===== src/rtl/cm0ik_ahb_pkg.sv =====
// Shared types for the Cortex-M0 kit AHB decoder/mux: slave indices,
// default-slave states, HTRANS encodings and an inclusive range helper.
package cm0ik_ahb_pkg;

  typedef enum logic [1:0] {
    SLV_ROM = 2'd0,
    SLV_RAM = 2'd1,
    SLV_APB = 2'd2,
    SLV_DEF = 2'd3
  } slv_e;

  typedef enum logic [1:0] {
    DS_IDLE = 2'd0,
    DS_ERR1 = 2'd1,
    DS_ERR2 = 2'd2
  } ds_state_e;

  localparam logic [1:0] HTRANS_IDLE   = 2'b00;
  localparam logic [1:0] HTRANS_BUSY   = 2'b01;
  localparam logic [1:0] HTRANS_NONSEQ = 2'b10;
  localparam logic [1:0] HTRANS_SEQ    = 2'b11;

  // Inclusive region match; bounds are passed as arguments so a zero base
  // does not turn the lower comparison into a constant expression.
  function automatic logic addr_in_range(input logic [31:0] addr,
                                         input logic [31:0] base,
                                         input logic [31:0] top);
    return (addr >= base) && (addr <= top);
  endfunction

endpackage


===== src/rtl/cm0ik_ahb_default_slave.sv =====
// Default slave for unmapped AHB accesses: two-cycle ERROR response FSM
// and a saturating count of ERROR responses issued.
module cm0ik_ahb_default_slave
  import cm0ik_ahb_pkg::*;
(
  input  logic       HCLK,
  input  logic       HRESET,
  input  logic       HREADY,
  input  logic       def_sel,
  input  logic [1:0] HTRANS,
  output logic       def_hready,
  output logic       def_hresp,
  output logic [7:0] ERRCNT
);

  ds_state_e  state;
  logic       rdy_q;
  logic       resp_q;
  logic [7:0] errcnt_q;
  logic       accept;
  logic       unused_htrans0;

  // Only NONSEQ/SEQ (HTRANS[1]) start an ERROR; IDLE/BUSY get zero-wait OKAY.
  assign accept         = HREADY & def_sel & HTRANS[1];
  assign unused_htrans0 = HTRANS[0];

  function automatic logic [7:0] sat_inc(input logic [7:0] v);
    return (v == 8'hFF) ? v : v + 8'd1;
  endfunction

  // ERROR sequencer with registered HREADY/HRESP and the error counter.
  always_ff @(posedge HCLK) begin
    if (HRESET) begin
      state    <= DS_IDLE;
      rdy_q    <= 1'b1;
      resp_q   <= 1'b0;
      errcnt_q <= 8'd0;
    end else begin
      case (state)
        DS_IDLE: begin
          if (accept) begin
            state    <= DS_ERR1;
            rdy_q    <= 1'b0;
            resp_q   <= 1'b1;
            errcnt_q <= sat_inc(errcnt_q);
          end
        end
        DS_ERR1: begin
          state  <= DS_ERR2;
          rdy_q  <= 1'b1;
          resp_q <= 1'b1;
        end
        DS_ERR2: begin
          if (accept) begin
            state    <= DS_ERR1;
            rdy_q    <= 1'b0;
            resp_q   <= 1'b1;
            errcnt_q <= sat_inc(errcnt_q);
          end else begin
            state  <= DS_IDLE;
            rdy_q  <= 1'b1;
            resp_q <= 1'b0;
          end
        end
        default: begin
          state  <= DS_IDLE;
          rdy_q  <= 1'b1;
          resp_q <= 1'b0;
        end
      endcase
    end
  end

  assign def_hready = rdy_q;
  assign def_hresp  = resp_q;
  assign ERRCNT     = errcnt_q;

endmodule


===== src/rtl/cm0ik_ahb_decmux.sv =====
// AHB-Lite address decoder, response mux and default slave for the
// Cortex-M0 kit MCU (ROM, RAM, APB bridge).
// Optional feature macro: CM0IK_ROM_WRITE_ERR_EN -- when defined, writes
// to the ROM region are decoded to the default slave and receive ERROR.
module cm0ik_ahb_decmux
  import cm0ik_ahb_pkg::*;
#(
  parameter logic [31:0] ROMBASE = 32'h00000000,
  parameter logic [31:0] ROMTOP  = 32'h0003FFFF,
  parameter logic [31:0] RAMBASE = 32'h20000000,
  parameter logic [31:0] RAMTOP  = 32'h2000FFFF,
  parameter logic [31:0] APBBASE = 32'h40000000,
  parameter logic [31:0] APBTOP  = 32'h4000FFFF
) (
  input  logic        HCLK,
  input  logic        HRESET,
  input  logic [31:0] HADDR,
  input  logic [1:0]  HTRANS,
  input  logic        HWRITE,
  output logic [31:0] HRDATA,
  output logic        HREADY,
  output logic        HRESP,
  output logic        HSELROM,
  output logic        HSELRAM,
  output logic        HSELAPB,
  input  logic [31:0] HRDATAROM,
  input  logic [31:0] HRDATARAM,
  input  logic [31:0] HRDATAAPB,
  input  logic        HREADYOUTROM,
  input  logic        HREADYOUTRAM,
  input  logic        HREADYOUTAPB,
  input  logic        HRESPROM,
  input  logic        HRESPRAM,
  input  logic        HRESPAPB,
  output logic [7:0]  ERRCNT
);

  logic rom_hit;
  logic ram_hit;
  logic apb_hit;
  logic rom_wr_err;
  slv_e asel;
  slv_e dsel;
  logic def_hready;
  logic def_hresp;

  assign rom_hit = addr_in_range(HADDR, ROMBASE, ROMTOP);
  assign ram_hit = addr_in_range(HADDR, RAMBASE, RAMTOP);
  assign apb_hit = addr_in_range(HADDR, APBBASE, APBTOP);

`ifdef CM0IK_ROM_WRITE_ERR_EN
  assign rom_wr_err = rom_hit & HWRITE & HTRANS[1];
`else
  logic unused_hwrite;
  assign unused_hwrite = HWRITE;
  assign rom_wr_err    = 1'b0;
`endif

  // Address-phase decode with ROM > RAM > APB priority; misses go to DEF.
  always_comb begin
    asel = SLV_DEF;
    if (rom_hit && !rom_wr_err) asel = SLV_ROM;
    else if (rom_hit)           asel = SLV_DEF;
    else if (ram_hit)           asel = SLV_RAM;
    else if (apb_hit)           asel = SLV_APB;
  end

  assign HSELROM = (asel == SLV_ROM);
  assign HSELRAM = (asel == SLV_RAM);
  assign HSELAPB = (asel == SLV_APB);

  // Data-phase select follows the accepted address phase; frozen by waits.
  always_ff @(posedge HCLK) begin
    if (HRESET)      dsel <= SLV_DEF;
    else if (HREADY) dsel <= asel;
  end

  // Data-phase response mux toward the master.
  always_comb begin
    HRDATA = 32'd0;
    HREADY = def_hready;
    HRESP  = def_hresp;
    case (dsel)
      SLV_ROM: begin
        HRDATA = HRDATAROM;
        HREADY = HREADYOUTROM;
        HRESP  = HRESPROM;
      end
      SLV_RAM: begin
        HRDATA = HRDATARAM;
        HREADY = HREADYOUTRAM;
        HRESP  = HRESPRAM;
      end
      SLV_APB: begin
        HRDATA = HRDATAAPB;
        HREADY = HREADYOUTAPB;
        HRESP  = HRESPAPB;
      end
      default: begin
        HRDATA = 32'd0;
        HREADY = def_hready;
        HRESP  = def_hresp;
      end
    endcase
  end

  cm0ik_ahb_default_slave u_default_slave (
    .HCLK       (HCLK),
    .HRESET     (HRESET),
    .HREADY     (HREADY),
    .def_sel    (asel == SLV_DEF),
    .HTRANS     (HTRANS),
    .def_hready (def_hready),
    .def_hresp  (def_hresp),
    .ERRCNT     (ERRCNT)
  );

endmodule


===== config.mk =====
export PLATFORM = sky130hd
export DESIGN_NAME = cm0ik_ahb_decmux
export DESIGN_NICKNAME = d
export VERILOG_FILES = /design/src/rtl/cm0ik_ahb_pkg.sv /design/src/rtl/cm0ik_ahb_default_slave.sv /design/src/rtl/cm0ik_ahb_decmux.sv
export SDC_FILE = /design/constraint.sdc
export NUM_CORES = 1
export LEC_CHECK = 0
export CORE_UTILIZATION = 24
export CTS_CLUSTER_DIAMETER = 60
export DETAILED_ROUTE_END_ITERATION = 8
export PLACE_DENSITY = 0.81
export SLEW_MARGIN = 20
export SYNTH_ARGS = -nofsm -noshare
export SYNTH_HDL_FRONTEND = slang
export SYNTH_SLANG_ARGS = --single-unit

===== constraint.sdc =====
create_clock -name HCLK -period 1.8 [get_ports HCLK]
set_clock_uncertainty 0.05 [all_clocks]
set_input_delay 0.45 -clock HCLK [delete_from_list [all_inputs] [get_ports HCLK]]
set_output_delay 0.45 -clock HCLK [all_outputs]
set_load 0.02 [all_outputs]

# After elaboration in Yosys (flattened, before gate mapping)
# Index checks and enable logic that the tools add are counted.
# op_classes
n_addsub	1
magnitude_cmp	6
n_eq_ne	9
muxes	15
bitwise	3
n_reduce_logical	8
# ops
cell	count
$pmux W32 S3	1
$ge A32 B1 Y1 const B	1
$ge A32 B30 Y1 const B	1
$ge A32 B31 Y1 const B	1
$le A32 B18 Y1 const B	1
$le A32 B30 Y1 const B	1
$le A32 B31 Y1 const B	1
$pmux W1 S3	3
$add A8 B1 Y8 const B	1
$eq A2 B2 Y1 const B	4
$eq A8 B8 Y1 const B	1
$eq A2 B1 Y1 const B	3
$logic_not A2 Y1	3
$mux W1	6
$mux W2	3
$pmux W2 S3	1
$logic_and A1 B1 Y1	3
$reduce_and A3 Y1	1
$and A1 B1 Y1	2
$ne A2 B1 Y1 const B	1
$pmux W1 S2	1
$reduce_or A2 Y1	1
$not A1 Y1	1
# word_totals
reg_bits	14
elab_cells	47

# Logic depth before layout (Yosys ltp)
# depth
word_depth	10
mapped_depth	6
depth_no_buf	6

# Hierarchy
# Synthesis repeated with hierarchy kept, for this count alone.
# unflattened
cells_unflattened	187
hier_area_um2	1410.1
# modules_own_cells
module	instances	cells_per_inst	area_each_um2
cm0ik_ahb_decmux	1	136	887.1
cm0ik_ahb_default_slave	1	51	523.0

# Least setup slack after synthesis
# No wires, ideal clock.
# synth_timing
path_type	input-to-output
start	input HADDR[19]
end	output HSELRAM
arrival_ns	1.699
required_time_ns	1.300
slack_ns	-0.399
path_stages	5
path_buffers	1
cell_sequence	nor4_1 -> nand4_1 -> or2_1 -> clkbuf_1 -> a21oi_1
# synth_between
elab_chain_len	6
word_cells_on_any_way	13
classes_between	6 x order compare; 1 x eq/ne; 3 x mux; 3 x reduce/logical
# synth_rtl
item	line_no	text
from (decl)	cm0ik_ahb_decmux.sv:17	input logic [31:0] HADDR,
$ge A32 B31 Y1 / $le A32 B31 Y1 (equally long branches)	cm0ik_ahb_pkg.sv:28	return (addr >= base) && (addr <= top);
$logic_and A1 B1 Y1	cm0ik_ahb_pkg.sv:28	
$mux W1	cm0ik_ahb_decmux.sv:65	else if (apb_hit) asel = SLV_APB;
$mux W2	cm0ik_ahb_decmux.sv:64	else if (ram_hit) asel = SLV_RAM;
$mux W2 *	cm0ik_ahb_decmux.sv:62	if (rom_hit && !rom_wr_err) asel = SLV_ROM;
$eq A2 B1 Y1 *	cm0ik_ahb_decmux.sv:69	assign HSELRAM = (asel == SLV_RAM);
to (decl)	cm0ik_ahb_decmux.sv:24	output logic HSELRAM,
# Mark *: on every way between the ends. The rest lies on a longest branch, timed or not.

# Worst setup path after layout
# layout_timing
start	input HADDR[22]
end	output HSELRAM
# The elaborated chain is that of the path after synthesis.

==> impl_metrics.py <==
metrics = {
    "critical_path": {
        "worstPathCellList": "dlygate4sd2_1, nor2_1, nand4_1, or2_4, a21oi_4, buf_6",
        "rr_endpoint": "u_default_slave.ERRCNT[4]",
        "r2r_cells": 6,
        "cpMaxStageDelayCell": "or2_4",
        "path_class": "input pin to output pin",
        "cp_top_family": "simple AND/OR/NAND/NOR gates",
        "crit_path_start_kind": "input pin",
        "crit_fanout": 2,
        "cp_data_arrival_time_ps": 1510,
        "worst-path-buf-inv": 2,
        "timing.critical_path.required_ps": 1300,
        "reg2reg_from": "dsel[0]",
        "rrSetupSlack_ps": -150,
        "slowest_delay_ps": 280,
        "end_kind": "output pin",
    },
    "run": {
        "timing.max_cap.violations": 0,
    },
    "floorplan": {
        "dieHeight_um": 80.2,
        "fp.dieW_um": 80.2,
        "start_util_pct": 24.8,
        "core-area_um2": 5920,
        "io_pins": 184,
        "die_area_um2": 6430,
        "rows": 28,
    },
    "routing": {
        "route.top_layer_used": "met4",
        "drc": 0,
        "avgViaCountPerCell": 4.94,
        "drt-wirelength-per-cell_um": 17.0,
        "drt-total-wl_um": 8280,
        "drt_iter0_markers": 62,
        "wl_met3_um": 565,
        "postRouteAntennaNets": 0,
        "wl_met1_um": 3100,
        "first_pass_iters": 4,
        "vias": 2410,
        "met2_length_um": 4450,
    },
    "cts": {
        "hold_buffers": 0,
        "cts_made_buffers": 3,
        "cts_tree": "yes",
        "htree_levels": 1,
        "clockBufferDepth": 2,
        "cts_root_buffer": "clkbuf_8",
        "cts.clk_slew.worst_paths_ps": 60,
        "worstSkewPairLatency_ps": 240,
        "clock-sinks": 14,
    },
    "global_route": {
        "grtUsageTotal_pct": 19.4,
        "grt_max_degree": 18,
        "grt_pass1_vias": 2126,
        "grt_overflow": 0,
        "grt_pass1_wl_um": 9930,
        "antenna_found_initial": 0,
    },
    "synthesis": {
        "yosysMostFrequentCell": "nand2_1",
        "syn_inst": 205,
        "syn_avg_cell_area_um2": 7.16,
        "synth_area_um2": 1470,
        "synth_top_area_share_pct": 22.5,
        "yosysSeqAreaShare_pct": 19.1,
        "yosysWarningCount": 0,
        "synth_common_cells": "nand2_1 (35), o21ai_1 (34), mux2i_1 (33), dfxtp_1 (14), a21oi_1 (11)",
        "async_flop_share_pct": 0,
        "synth-main-ff-cell": "dfxtp_1",
        "synth_top_area_cell": "mux2i_1",
        "synth-edff-count": 0,
        "synth_cell_types": 35,
        "synthTopCellsByArea": "mux2i_1 (23%), dfxtp_1 (19%), o21ai_1 (12%), nand2_1 (9.0%), a21oi_1 (3.8%)",
        "syn_nets": 345,
        "synth-seq-cells": 14,
    },
    "sta": {
        "relSlewSlack_pct": 69.2,
        "period_needed_ps": 2010,
        "hold_viol": 0,
        "fin_crit_sh_pct": 111,
        "fmax_mhz": 498,
        "worst_pin_slew_ps": 462,
        "drv_slew": 0,
        "timing.final.ws_setup_ps": -207,
        "finalSetupViolCount": 45,
        "rsz0062_at_grt": "yes",
    },
    "power": {
        "p_leak_nw": 1.97,
        "power_density_nw_per_um2": 254,
        "power_mw": 1.04,
        "peakVddDrop_uv": 265,
    },
    "placed_design": {
        "dp_slack_ps": -1100,
        "portBuffers": 165,
        "gp_congestion": 0.853,
        "dpl.hpwl_um": 5330,
    },
    "finish": {
        "n_fill_cell": 461,
        "area_growth_pct": 180,
        "antenna_cells": 0,
        "drive_gt1_share_pct": 41.4,
        "layout.nets": 555,
        "fin_util_pct": 69.5,
    },
    "hold_path": {
        "worstHoldStart": "u_default_slave.state[1]",
        "hold_depth": 1,
        "hold_path.class": "flip-flop to flip-flop",
        "whs_endpoint": "u_default_slave.state[1]",
    },
    "run_status": {
        "violations": "setup timing",
        "status": "finished, violations left",
    },
}
## metal layers
metal  track usage (%)  vias up
met2              39.0       97
met4              3.21        0
met3              3.18       14
met5                 0        -
met1              21.1     1121
li1                  -     1178
## worst max-delay path by stage
stage | endpoint | slack [ps] | cells after the start | start
3_5_place_dp | HSELAPB | -1100 | 6 | HADDR[31]
5_1_grt | HSELRAM | -270 | 6 | HADDR[25]
4_1_cts | HSELRAM | -210 | 6 | HADDR[25]
2_1_floorplan | HSELRAM | -130 | 5 | HADDR[19]
6_report | HSELRAM | -210 | 6 | HADDR[22]
3_3_place_gp | HSELAPB | -1030 | 6 | HADDR[31]
## worst register-to-register path: stages (launching register included)
cell	delay (ps)
dfxtp_4	440
mux4_2	580
buf_6	160
o211a_4	150
o21ai_4	70
nor3_2	60
mux2_4	320
## registers in the layout (all words and copies together), names as in the netlist
register,flops
u_default_slave.ERRCNT,8
u_default_slave.def_hready,1
dsel,2
u_default_slave.def_hresp,1
u_default_slave.state,2
## report_power, final
part	switching (mW)	internal, mW	leakage (nW)	total [mW]
Combinational	0.149	0.313	1.84	0.461
Clock	0.106	0.148	0.0216	0.253
Sequential	0.00898	0.320	0.113	0.329
## cell usage in the layout, fill, tap and decap left out, types with 3 or more instances in the layout
master / n
a21oi_1: 9
buf_12: 7
buf_2: 6
buf_4: 49
buf_6: 33
clkbuf_16: 4
clkbuf_8: 3
clkdlybuf4s50_1: 100
dfxtp_1: 12
dlygate4sd2_1: 12
dlymetal6s2s_1: 4
mux2i_1: 28
mux2i_4: 3
nand2_1: 15
nand2_2: 10
nand2_4: 10
nand3_1: 4
nand4_1: 5
nor2_1: 8
nor2b_1: 3
o21ai_1: 23
o21ai_2: 13
o21bai_1: 3
## logic make-up (layout without fill, tap and decap cells)
| family | after synthesis | in the layout | share of synthesized area (%) |
|---|---|---|---|
| and+or+nand+nor | 76 | 76 | 24.4 |
| AOI/OAI and AO/OA | 61 | 61 | 23.5 |
| muxes | 38 | 38 | 27.9 |
| buffers and inverters | 15 | 223 | 4.26 |
| adders and majority gates | 1 | 1 | 0.852 |
| DFF | 14 | 14 | 19.1 |
## stage by stage
stage	setup TNS, ps	hold slack [ps]	instance area (um2)	std cells
2_1_floorplan	-241	366	1520	205
3_3_place_gp	-23820	385	3390	457
3_5_place_dp	-25030	384	3390	457
4_1_cts	-3040	392	3540	474
5_1_grt	-7220	443	4110	488
6_report	-4290	388	4110	488
## area by class of cell
cell class                 instances  area, um2  share of cell area, %
tap                               75       93.8                   2.28
clock buffer                       3       41.3                   1.00
multi-input combinational        176       1470                   35.7
sequential                        14        285                   6.94
timing repair buffer             220       2220                   54.0
## timing repair
item | in CTS | in global routing
pin swaps | 21 | 21
gates resized for setup | 259 | 116
cloned | 1 | 4
buffers inserted | 13 | 12
setup endpoints to repair | 52 | 51
Note: power is estimated with default switching activity, not from simulation.
